## config.mk

```make
export PLATFORM = sky130hd
export DESIGN_NAME = fp_div_arbiter
export DESIGN_NICKNAME = d
export VERILOG_FILES = /design/src/rtl/fp_div_pkg.sv /design/src/rtl/fp_div_arbiter_rr_grant.sv /design/src/rtl/fp_div_arbiter.sv
export SDC_FILE = /design/constraint.sdc
export NUM_CORES = 1
export LEC_CHECK = 0
export ABC_AREA = 1
export CAP_MARGIN = 20
export CORE_AREA = 2 2 154 156
export DETAILED_ROUTE_END_ITERATION = 16
export DIE_AREA = 0 0 156 158
export GPL_TIMING_DRIVEN = 0
export PLACE_DENSITY = 0.81
export RECOVER_POWER = 50
export SYNTH_ARGS = -nofsm -noshare
export SYNTH_HDL_FRONTEND = slang
export SYNTH_HIERARCHICAL = 1
export SYNTH_SLANG_ARGS = --single-unit
```

## constraint.sdc

```tcl
create_clock -name clk -period 3.8 [get_ports clk]
set_clock_uncertainty 0.05 [all_clocks]
set_input_delay 0.38 -clock clk [delete_from_list [all_inputs] [get_ports clk]]
set_output_delay 0.38 -clock clk [all_outputs]
set_load 0.01 [all_outputs]
```

## src/rtl/fp_div_pkg.sv

```systemverilog
// Shared types and width/constant helpers for the floating-point divider arbiter.
package fp_div_pkg;

    typedef enum logic [2:0] {
        S_IDLE  = 3'd0,
        S_ISSUE = 3'd1,
        S_BUSY  = 3'd2,
        S_RESP  = 3'd3,
        S_FLUSH = 3'd4
    } state_t;

    function automatic int word_bits(input int exp_bits, input int mant_bits);
        return exp_bits + mant_bits + 1;
    endfunction

    function automatic int id_bits(input int num_req);
        return (num_req <= 2) ? 1 : $clog2(num_req);
    endfunction

    // Quiet NaN: sign 0, exponent all ones, mantissa MSB set; caller truncates to WORD.
    function automatic logic [127:0] qnan_bits(input int exp_bits, input int mant_bits);
        logic [127:0] v;
        v = ((128'd1 << exp_bits) - 128'd1) << mant_bits;
        v = v | (128'd1 << (mant_bits - 1));
        return v;
    endfunction

endpackage

```

## src/rtl/fp_div_arbiter_rr_grant.sv

```systemverilog
// Combinational round-robin picker: first requester at or after the pointer, wrapping.
module rr_grant #(
    parameter int N  = 4,
    parameter int IW = 2
) (
    input  logic [N-1:0]  i_req,
    input  logic [IW-1:0] i_ptr,
    output logic [N-1:0]  o_gnt,
    output logic [IW-1:0] o_idx,
    output logic          o_any
);

    logic [IW:0] w_cand;

    always_comb begin
        o_gnt  = '0;
        o_idx  = '0;
        o_any  = 1'b0;
        w_cand = '0;
        for (int i = 0; i < N; i++) begin
            w_cand = {1'b0, i_ptr} + (IW+1)'(i);
            if (w_cand >= (IW+1)'(N)) begin
                w_cand = w_cand - (IW+1)'(N);
            end
            if (!o_any && i_req[w_cand[IW-1:0]]) begin
                o_any                 = 1'b1;
                o_idx                 = w_cand[IW-1:0];
                o_gnt[w_cand[IW-1:0]] = 1'b1;
            end
        end
    end

endmodule

```

## src/rtl/fp_div_arbiter.sv

```systemverilog
// Round-robin arbiter sharing one variable-latency FP divider, with hang watchdog/flush.
module fp_div_arbiter
    import fp_div_pkg::*;
#(
    parameter int MANT_BITS   = 23,
    parameter int EXP_BITS    = 8,
    parameter int NUM_REQ     = 4,
    parameter int TIMEOUT_CYC = 256,
    localparam int WORD       = word_bits(EXP_BITS, MANT_BITS),
    localparam int IDW        = id_bits(NUM_REQ)
) (
    input  logic                    clk,
    input  logic                    reset,
    input  logic [NUM_REQ-1:0]      req_valid,
    input  logic [NUM_REQ*WORD-1:0] req_a,
    input  logic [NUM_REQ*WORD-1:0] req_b,
    output logic [NUM_REQ-1:0]      req_ready,
    output logic                    rsp_valid,
    output logic [IDW-1:0]          rsp_id,
    output logic [WORD-1:0]         rsp_data,
    output logic                    rsp_err,
    output logic                    busy,
    output logic                    div_input_valid,
    output logic [WORD-1:0]         div_a,
    output logic [WORD-1:0]         div_b,
    output logic                    div_rst_n,
    input  logic [WORD-1:0]         div_data_out,
    input  logic                    div_output_valid
);

    localparam int TW = $clog2(TIMEOUT_CYC + 1);
    localparam logic [WORD-1:0] QNAN = WORD'(qnan_bits(EXP_BITS, MANT_BITS));

    state_t           r_state;
    state_t           w_next;
    logic [IDW-1:0]   r_rr_ptr;
    logic [IDW-1:0]   r_cur_id;
    logic [IDW-1:0]   r_rsp_id;
    logic [WORD-1:0]  r_op_a;
    logic [WORD-1:0]  r_op_b;
    logic [WORD-1:0]  r_rsp_data;
    logic             r_rsp_err;
    logic [TW-1:0]    r_timer;
    logic [NUM_REQ-1:0] w_gnt;
    logic [IDW-1:0]   w_gnt_idx;
    logic             w_any;
    logic             w_timeout;

    rr_grant #(
        .N  (NUM_REQ),
        .IW (IDW)
    ) u_rr_grant (
        .i_req (req_valid),
        .i_ptr (r_rr_ptr),
        .o_gnt (w_gnt),
        .o_idx (w_gnt_idx),
        .o_any (w_any)
    );

    assign w_timeout = (r_timer == TW'(TIMEOUT_CYC - 1));

    always_ff @(posedge clk or posedge reset) begin
        if (reset) begin
            r_state <= S_IDLE;
        end else begin
            r_state <= w_next;
        end
    end

    // Result arriving on the timeout cycle wins over the flush.
    always_comb begin
        w_next          = r_state;
        req_ready       = '0;
        rsp_valid       = 1'b0;
        div_input_valid = 1'b0;
        div_rst_n       = ~reset;
        busy            = (r_state != S_IDLE);
        case (r_state)
            S_IDLE: begin
                req_ready = reset ? '0 : w_gnt;
                if (w_any) w_next = S_ISSUE;
            end
            S_ISSUE: begin
                div_input_valid = 1'b1;
                w_next          = S_BUSY;
            end
            S_BUSY: begin
                if (div_output_valid) w_next = S_RESP;
                else if (w_timeout)   w_next = S_FLUSH;
            end
            S_FLUSH: begin
                div_rst_n = 1'b0;
                w_next    = S_RESP;
            end
            S_RESP: begin
                rsp_valid = 1'b1;
                w_next    = S_IDLE;
            end
            default: w_next = S_IDLE;
        endcase
    end

    always_ff @(posedge clk or posedge reset) begin
        if (reset) begin
            r_rr_ptr   <= '0;
            r_cur_id   <= '0;
            r_rsp_id   <= '0;
            r_op_a     <= '0;
            r_op_b     <= '0;
            r_rsp_data <= '0;
            r_rsp_err  <= 1'b0;
            r_timer    <= '0;
        end else begin
            case (r_state)
                S_IDLE: begin
                    if (w_any) begin
                        r_op_a   <= req_a[int'(w_gnt_idx)*WORD +: WORD];
                        r_op_b   <= req_b[int'(w_gnt_idx)*WORD +: WORD];
                        r_cur_id <= w_gnt_idx;
                    end
                end
                S_ISSUE: r_timer <= '0;
                S_BUSY: begin
                    r_timer <= r_timer + TW'(1);
                    if (div_output_valid) begin
                        r_rsp_data <= div_data_out;
                        r_rsp_err  <= 1'b0;
                        r_rsp_id   <= r_cur_id;
                    end
                end
                S_FLUSH: begin
                    r_rsp_data <= QNAN;
                    r_rsp_err  <= 1'b1;
                    r_rsp_id   <= r_cur_id;
                end
                S_RESP: begin
                    r_rr_ptr <= (r_cur_id == IDW'(NUM_REQ - 1)) ? '0 : r_cur_id + IDW'(1);
                end
                default: ;
            endcase
        end
    end

    assign div_a    = r_op_a;
    assign div_b    = r_op_b;
    assign rsp_id   = r_rsp_id;
    assign rsp_data = r_rsp_data;
    assign rsp_err  = r_rsp_err;

endmodule

```

Word level (Yosys, flattened, before mapping):

Cells that the tools add are included.

* bits of input ports: 295
* memories: 0
* output and inout bits: 107
* RAM bits: 0
* bits in read-only memories: 0
* latch bits: 0
* bits in registers: 115
* logic and storage cells: 111

* order comparisons: 12
* divide/modulo/power cells: 0
* add/subtract/negate cells: 9
* bitwise logic cells: 4
* reduce and logical (&&, ||, !) cells: 17
* equal/unequal tests: 9
* shifts and indexed selects: 2
* $mul: 0
* muxes and demuxes: 49

Operators with widths (number)
* variable part select 128 x 8 -> 32 bit: 2
* one-hot mux 32 bit (2 select lines): 1
* 2-to-1 mux 32 bit: 1
* 2-to-1 mux 4 bit: 6
* 2-to-1 mux 2 bit: 10
* one-hot mux 9 bit (2 select lines): 1
* 2-to-1 mux 1 bit: 16
* less-than comparator 2 x 3 -> 1 bit, second input constant: 4
* OR 4 bit: 3
* one-hot mux 3 bit (4 select lines): 1
* adder 9 x 1 -> 9 bit, second input constant: 1
* equality test 9 x 8 -> 1 bit, second input constant: 1
* >= comparator 3 bit, second input constant: 3
* 2-to-1 mux 3 bit: 3
* binary-select mux 1 bit (select 2 bit): 4
* demux 1 bit (select 2 bit): 4
* >= comparator 2 x 1 -> 1 bit, second input constant: 4
* subtractor 2 x 1 -> 2 bit, second input constant: 4
* logical AND 1 bit: 7
* adder 2 x 2 -> 3 bit, second input constant: 2
* equality test 3 x 2 -> 1 bit, second input constant: 2
* AND reduction 2 bit: 3
* one-hot mux 2 bit (2 select lines): 1
* nonzero test 2 bit: 2
* other kinds (14): 16

Depth between registers and ports, before layout:

Gate-level depths: netlist (run 1).

* word-level depth: 16
* depth in mapped cells: 17
* depth with buffers taken out: 14

Cells and area by module:

The synthesis (run 1) kept the hierarchy.

Modules (own cells, without submodules)
* fp_div_arbiter: sequential area each 2877.8 µm², instances 1, area each 7719.9 µm², cells an instance 1283
* rr_grant: sequential area each 0.0 µm², instances 1, area each 440.4 µm², cells an instance 74

Least setup slack after synthesis (run 1):

Ideal clock, no wire load.

* path type: in2out
* start: input reset
* end: output req_ready[0]
* data required time: 3370 ps
* arrival: 3185 ps
* cell stages on the path: 3
* setup slack: 185 ps
* buffers on the path: 0
* path through: inv_1 nand2_1 nor2_1

* longest elaborated chain between the ends: 2

Ends and longest elaborated chain
* from (decl): RTL line fp_div_arbiter.sv:13 `input logic reset,`
* 2-to-1 mux 4 bit: RTL line fp_div_arbiter.sv:80 `req_ready = reset ? '0 : w_gnt;`
* 2-to-1 mux 4 bit: RTL line fp_div_arbiter.sv:78 `case (r_state)`
* to (decl): RTL line fp_div_arbiter.sv:17 `output logic [NUM_REQ-1:0] req_ready,`

Every way passes these cells.

Worst setup path in the final report (run 1):

* start: register r_rr_ptr[1]
* end: register r_op_a[24] (netlist: div_a[24])

* longest elaborated chain between the ends: 15
* elaborated cells between the ends (all ways): 39
* classes of those cells: 7 x add/sub; 4 x order compare; 1 x shift; 20 x mux; 7 x reduce/logical

Ends and longest elaborated chain
* from (decl): RTL line fp_div_arbiter.sv:36 `logic [IDW-1:0] r_rr_ptr;`
* from (signal assigned): RTL line fp_div_arbiter.sv:137 `r_rr_ptr <= (r_cur_id == IDW'(NUM_REQ - 1)) ? '0 : r_cur_id + IDW'(1);`
* parallel branches: the longest is 13 deep, another holds adder 2 x 1 -> 3 bit
* 2-to-1 mux 2 bit (*): RTL line fp_div_arbiter_rr_grant.sv:25 `if (!o_any && i_req[w_cand[IW-1:0]]) begin`
* named net w_gnt_idx[1]: RTL line fp_div_arbiter.sv:45 `logic [IDW-1:0] w_gnt_idx;`
* variable part select 128 x 8 -> 32 bit (*): RTL line fp_div_arbiter.sv:117 `r_op_a <= req_a[int'(w_gnt_idx)*WORD +: WORD];`
* to (signal assigned): RTL line fp_div_arbiter.sv:117
* to (decl): RTL line fp_div_arbiter.sv:39 `logic [WORD-1:0] r_op_a;`

Mark *: on every way through the listed nets, which the timed path passes. The select of a mux whose other input is x is not followed.
A chain may end at the register's enable or synchronous reset.

==> flow_summary_export.csv, run 1 <==
group,metric,value,unit
run_status,outcome,"finished clean",
drt,vias,9859,
drt,first_iter_violations,760,
logic_synthesis,synth_top_area_cell,"dfrtp_1",
drt,routed_via_density,4.74,
floorplan,rows,56,
worst_setup_path,critPathArrivalTime,3820,ps
clocking,cts.clk_slew.worst_paths,60,ps
clocking,cts_root_buf,"clkbuf_16",
worst_setup_path,worstPathRequired,4100,ps
logic_synthesis,ys_top_cells_by_area,"dfrtp_1, nand2_1, nor2_1",
worst_setup_path,cp-end-kind,"register",
logic_synthesis,synthCells,1357,
clocking,htreeDepth,4,
sta,fmax,0.284,GHz
logic_synthesis,synth_common_cells,"nand2_1, nor2_1, inv_1",
clocking,clock_latency,410,ps
logic_synthesis,yosys_register_bits,115,
logic_synthesis,yosysWarnings,6,
global_route,grt_util_all_layers,26.3,%
global_route,antenna_found_initial,1,
logic_synthesis,synth_cell_types,25,
worst_setup_path,crit_type,"register to register",
sta,rsz0062_at_grt,"no",
floorplan,die_height,158,um
worst_setup_path,startpoint_type,"register",
cells_and_area,nets,2081,
sta,fin_crit,3520,ps
pwr,power_density,1030,nW/um^2
logic_synthesis,ys_seq_area_share,35.3,%
drt,route.detailed.drc,0,
cells_and_area,final_util,57.1,%
logic_synthesis,yosysMostFrequentCell,"nand2_1",
floorplan,start_util,35.4,%
logic_synthesis,avgSynthCellArea,6.01,sq um
floorplan,core,23100,sq um
cells_and_area,synthToLayoutAreaGrowth,61.2,%
logic_synthesis,synth-edff-count,0,
floorplan,io_pins,402,
clocking,hold_buffers,0,
global_route,first_global_vias,9340,
sta,post-route-period-util,92.7,%
clocking,cts_resized,0,
drt,ant_nets,0,
placed_design,place.detailed.hpwl,26.4,mm
drt,wl,33.3,mm
cells_and_area,final-instance-count-excl-fill,2082,
pwr,p_total,13.5,mW
drt,first_pass_iters,7,
pwr,vdd.ir_drop.worst,0.000527,V
sta,hold_violations,0,
clocking,clockBufferDepth,2,
global_route,grt_max_degree,62,
placed_design,port_buffers,401,
placed_design,routabilityCongestion,0.946,
drt,wl_per_cell,16.0,um
logic_synthesis,synthFlopType,"dfrtp_1",
clocking,cts_tree,"yes",
clocking,cts_buffers,17,
global_route,overflow,0,
placed_design,dp_cells,2049,
logic_synthesis,async_flop_share,100,%
worst_setup_path,reg2reg_slack,280,ps
sta,slew_headroom,46.7,%
logic_synthesis,netlist_area,8160,sq um
pwr,p_leak,6.82,nW
sta,tightest_slew,800,ps
floorplan,die_w,156,um
clocking,cts.sinks,115,
job,cap_violations,0,
global_route,grt_pass1_wl,49.6,mm
worst_setup_path,crit_fanout,10,
sta,drv_slew,0,
min_path,hold_path_class,"register to register",
floorplan,die-area,24600,sq um
sta,finalSetupViolCount,0,
cells_and_area,drive_above_1_share,7.54,%
clocking,post_cts_buffers,0,
logic_synthesis,syn_nets,1660,
logic_synthesis,yosysTopAreaCellShare,35.3,%
[report_power, final]
| part | switching, mW | total, mW | internal [mW] | leakage [nW] |
|---|---|---|---|---|
| logic | 6.07 | 9.68 | 3.61 | 5.10 |
| registers | 0.350 | 2.18 | 1.83 | 1.43 |
| clock network | 0.656 | 1.64 | 0.986 | 0.293 |
| total | 7.07 | 13.5 | 6.42 | 6.82 |
[through the flow]
stage	setup WS (ps)	TNS, ps	area, sq um	hold WS [ps]
2_1_floorplan	185	0	8160	417
3_3_place_gp	-1790	-182930	12500	414
3_5_place_dp	212	0	12600	431
4_1_cts	192	0	13200	415
5_1_grt	28.0	0	13200	462
6_report	278	0	13200	442
[layout make-up]
class | count | area, sq um
Inverter | 169 | 639
Tap cell | 290 | 363
Sequential cell | 115 | 2880
Antenna cell | 1 | 2.50
Buffer | 74 | 383
Timing Repair Buffer | 402 | 4040
Clock inverter | 15 | 174
Clock buffer | 17 | 425
Fill cell | 2132 | 9900
Multi-Input combinational cell | 999 | 4250
[flip-flops by register name, indices dropped and copies added (netlist names)]
| register | count |
|---|---|
| div_a | 32 |
| rsp_id | 2 |
| r_timer | 9 |
| rsp_data | 32 |
| div_b | 32 |
| r_state | 3 |
| rsp_err | 1 |
| r_cur_id | 2 |
| r_rr_ptr | 2 |
[worst paths after layout]
| path | from | to | cells past startpoint |
|---|---|---|---|
| min | rsp_data[21] | rsp_data[21] | 2 |
| max in group asynchronous | reset | r_rr_ptr[0] | 3 |
| min reg2reg | rsp_data[21] | rsp_data[21] | 2 |
| min in group asynchronous | reset | rsp_data[6] | 2 |
| max reg2reg | r_rr_ptr[1] | div_a[24] | 15 |
| max | r_rr_ptr[1] | div_a[24] | 15 |
[layer usage]
layer | routed length (um) | vias to the layer above | global-route usage, %
met5 | 12 | - | 0
met1 | 12600 | 4432 | 29.8
met2 | 16700 | 442 | 47.2
met4 | 1000 | 2 | 9.65
met3 | 2930 | 65 | 7.42
li1 | - | 4918 | -
[kinds of logic (layout without fill, tap and decap cells)]
kind of cell	after synthesis	count (layout)	synth area share (%)
AOI/OAI and AO/OA	89	89	5.63
DFF	115	115	35.3
adders and majority gates	8	8	1.23
other	0	1	0
and+or+nand+nor	902	902	45.3
buffers and inverters	243	677	12.6
[layout by cell type, fill, tap and decap left out, types with 6 or more instances in the layout]
cell type	count
clkbuf_1	26
dfrtp_1	114
inv_1	164
nand2_2	7
nand3_1	85
o21ai_0	76
a21oi_1	7
nand4_1	9
nand2_1	553
ha_1	8
nor2_1	205
buf_2	36
clkdlybuf4s50_1	393
or2_2	33
buf_6	6
clkbuf_16	17
dlygate4sd3_1	8
[critical path, cell delays in order (launching register included)]
cell      delay [ps]
dfrtp_1          520
inv_1            170
ha_1             370
inv_1            130
nand3_1           80
nand2_1           90
nor2_2            90
a21oi_1          130
nand3_1          100
buf_2            220
inv_2            180
clkbuf_1         630
nand3_1          370
nand2_1          190
nand2_1           60
nand2_1           50
(Power assumes the default switching activity.)
==> run 2: changes to the inputs <==
CORE_AREA = 2 2 158 160   (was 2 2 154 156)
DIE_AREA = 0 0 160 162   (was 0 0 156 158)
PLACE_DENSITY = 0.76   (was 0.81)
SYNTH_HIERARCHICAL = not set   (was 1)
==> flow_summary_export.csv, run 2 <==
group,metric,value,unit
logic_synthesis,yosys_register_bits,115,
clocking,cts_resized,0,
drt,vias,9176,
worst_setup_path,slowest_delay,530,ps
cells_and_area,nFillCells,2429,
worst_setup_path,cp-end-kind,"output port",
worst_setup_path,startpoint_type,"register",
run_status,outcome,"finished, violations left",
drt,first_pass_iters,5,
logic_synthesis,yosysWarnings,0,
clocking,post_cts_buffers,0,
cells_and_area,synthToLayoutAreaGrowth,64.2,%
global_route,grt_pass1_wl,48.5,mm
sta,rsz0062_at_grt,"no",
logic_synthesis,netlist_area,7840,sq um
clocking,clockBufferDepth,2,
logic_synthesis,yosysMostFrequentCell,"nand2_1",
sta,final.setup.worst_slack,324,ps
placed_design,port_buffers,401,
logic_synthesis,synth_top_area_cell,"dfrtp_1",
logic_synthesis,ys_seq_area_share,36.7,%
sta,slew_headroom,-25.4,%
global_route,grt_util_all_layers,23.9,%
worst_setup_path,reg2reg_slack,700,ps
drt,wl_per_cell,16.6,um
sta,post-route-period-util,91.5,%
logic_synthesis,synth_cell_types,38,
logic_synthesis,synthFlopType,"dfrtp_1",
sta,finalSetupViolCount,0,
job,cap_violations,1,
sta,fin_crit,3480,ps
floorplan,die_height,162,um
logic_synthesis,synthCells,1150,
logic_synthesis,synth-edff-count,0,
cells_and_area,drive_above_1_share,7.95,%
global_route,overflow,0,
min_path,hold_path_class,"register to register",
worst_setup_path,worstPathCellList,"inv_1 -> ha_1 -> inv_1 -> nand2_1 -> nand2_2 -> nor2_8 -> nand3b_2 -> o21ai_0 -> nand2_1 -> inv_1 -> clkdlybuf4s50_1",
floorplan,io_pins,402,
global_route,grt_max_degree,78,
pwr,p_leak,6.48,nW
cells_and_area,layout_commonest_cell,"clkdlybuf4s50_1",
floorplan,start_util,32.5,%
pwr,vdd.ir_drop.worst,0.000457,V
sta,drv_slew,40,
clocking,clock_latency,410,ps
placed_design,pre_cts_ws,748,ps
floorplan,rows,57,
logic_synthesis,syn_nets,1456,
drt,route.detailed.drc,0,
drt,first_iter_violations,543,
worst_setup_path,crit_fanout,8,
clocking,hold_buffers,0,
cells_and_area,final_cell_mix,"clkdlybuf4s50_1, nand2_1, inv_1, nand3_1, dfrtp_1",
pwr,power_density,948,nW/um^2
drt,routed_via_density,4.81,
sta,fmax,0.288,GHz
cells_and_area,diodes,0,
worst_setup_path,crit_type,"register to output port",
cells_and_area,multi_input_area,3780,sq um
worst_setup_path,worstPathRequired,3370,ps
worst_setup_path,cpMostUsedCell,"inv_1",
cells_and_area,nets,1877,
global_route,first_global_vias,9116,
clocking,cts_tree,"yes",
logic_synthesis,async_flop_share,100,%
clocking,cts_buffers,17,
logic_synthesis,synth_common_cells,"nand2_1, inv_1, nand3_1",
placed_design,place.detailed.hpwl,25.0,mm
worst_setup_path,path_buf_inv,4,
floorplan,die-area,25900,sq um
clocking,cts_root_buf,"clkbuf_16",
run_status,violations,"capacitance limit, slew limit",
cells_and_area,seqCellArea,2880,sq um
logic_synthesis,ys_top_cells_by_area,"dfrtp_1, nand2_1, inv_1",
logic_synthesis,yosysTopAreaCellShare,36.7,%
worst_setup_path,critPathArrivalTime,3050,ps
drt,ant_nets,0,
worst_setup_path,path_delay_family,"buffers and inverters",
sta,hold_ws,421,ps
floorplan,core,24100,sq um
global_route,antenna_found_initial,0,
floorplan,die_w,160,um
placed_design,routabilityCongestion,0.944,
clocking,htreeDepth,4,
clocking,cts.sinks,115,
clocking,cts.clk_slew.worst_paths,70,ps
logic_synthesis,avgSynthCellArea,6.81,sq um
worst_setup_path,critPathSlowestCell,"clkdlybuf4s50_1",
drt,wl,31.6,mm
sta,tightest_slew,1870,ps
sta,hold_violations,0,
## run 2: cell types whose count changed after synthesis, sizes merged, moves of 29 or more
cell    previous run  this run
inv              169       220
nand2            562       362
nand3             88       143
nand3b             0        29
nand4              9        53
nor2             210        47
o21ai             76        22
## run 2: cell type report
cell class	instances	share of cell area, %
Buffer	63	2.64
Multi-Input combinational cell	752	29.4
Inverter	220	6.47
Sequential cell	115	22.4
Timing Repair Buffer	402	31.3
Clock inverter	15	1.44
Clock buffer	17	3.31
Tap cell	324	3.15
## run 2: stage by stage
stage	area, sq um	setup TNS, ps	util [%]	cells	total power, mW
floorplan	7840	0	-	1150	7.28
global placement	12300	-187150	50.8	1875	10.5
detailed placement	12300	0	51.0	1876	10.6
CTS	12900	0	53.5	1908	12.4
global route	12900	0	53.4	1908	13.2
finish	12900	0	53.4	1908	12.2
## run 2: kinds of logic (layout without fill, tap and decap cells)
logic type	count (synthesis)	after routing	synth area share, %
compound gates	71	71	6.39
fa+ha+maj	11	11	1.76
buf+inv	283	717	14.9
flops	115	115	36.7
simple gates	670	670	40.2
## run 2: final timing paths
path,start,to,cells after the start
setup / recovery,r_rr_ptr[1],req_ready[0],11
hold / removal,rsp_data[22],rsp_data[22],2
setup reg to reg,r_rr_ptr[1],div_b[13],13
hold reg to reg,rsp_data[22],rsp_data[22],2
max in group asynchronous,reset,div_a[14],3
min in group asynchronous,reset,rsp_data[2],2
## run 2: per-layer routing
layer / vias to the layer above / track usage, % / wire, um
li1: 4449 / - / -
met1: 4255 / 29.5 / 12900
met2: 409 / 41.0 / 15300
met3: 63 / 5.80 / 2430
met4: 0 / 8.72 / 992
met5: - / 0 / 0
## run 2: power breakdown
part           internal [mW]  switching (mW)  leakage (nW)
clock network          0.999           0.690         0.297
registers               1.84           0.341          1.42
logic                   3.25            5.08          4.76
## run 2: tightest hold or removal path, stage by stage, from the launching register on
cell	delay, ps
dfrtp_1	340
nand2_1	50
nand2_1	50
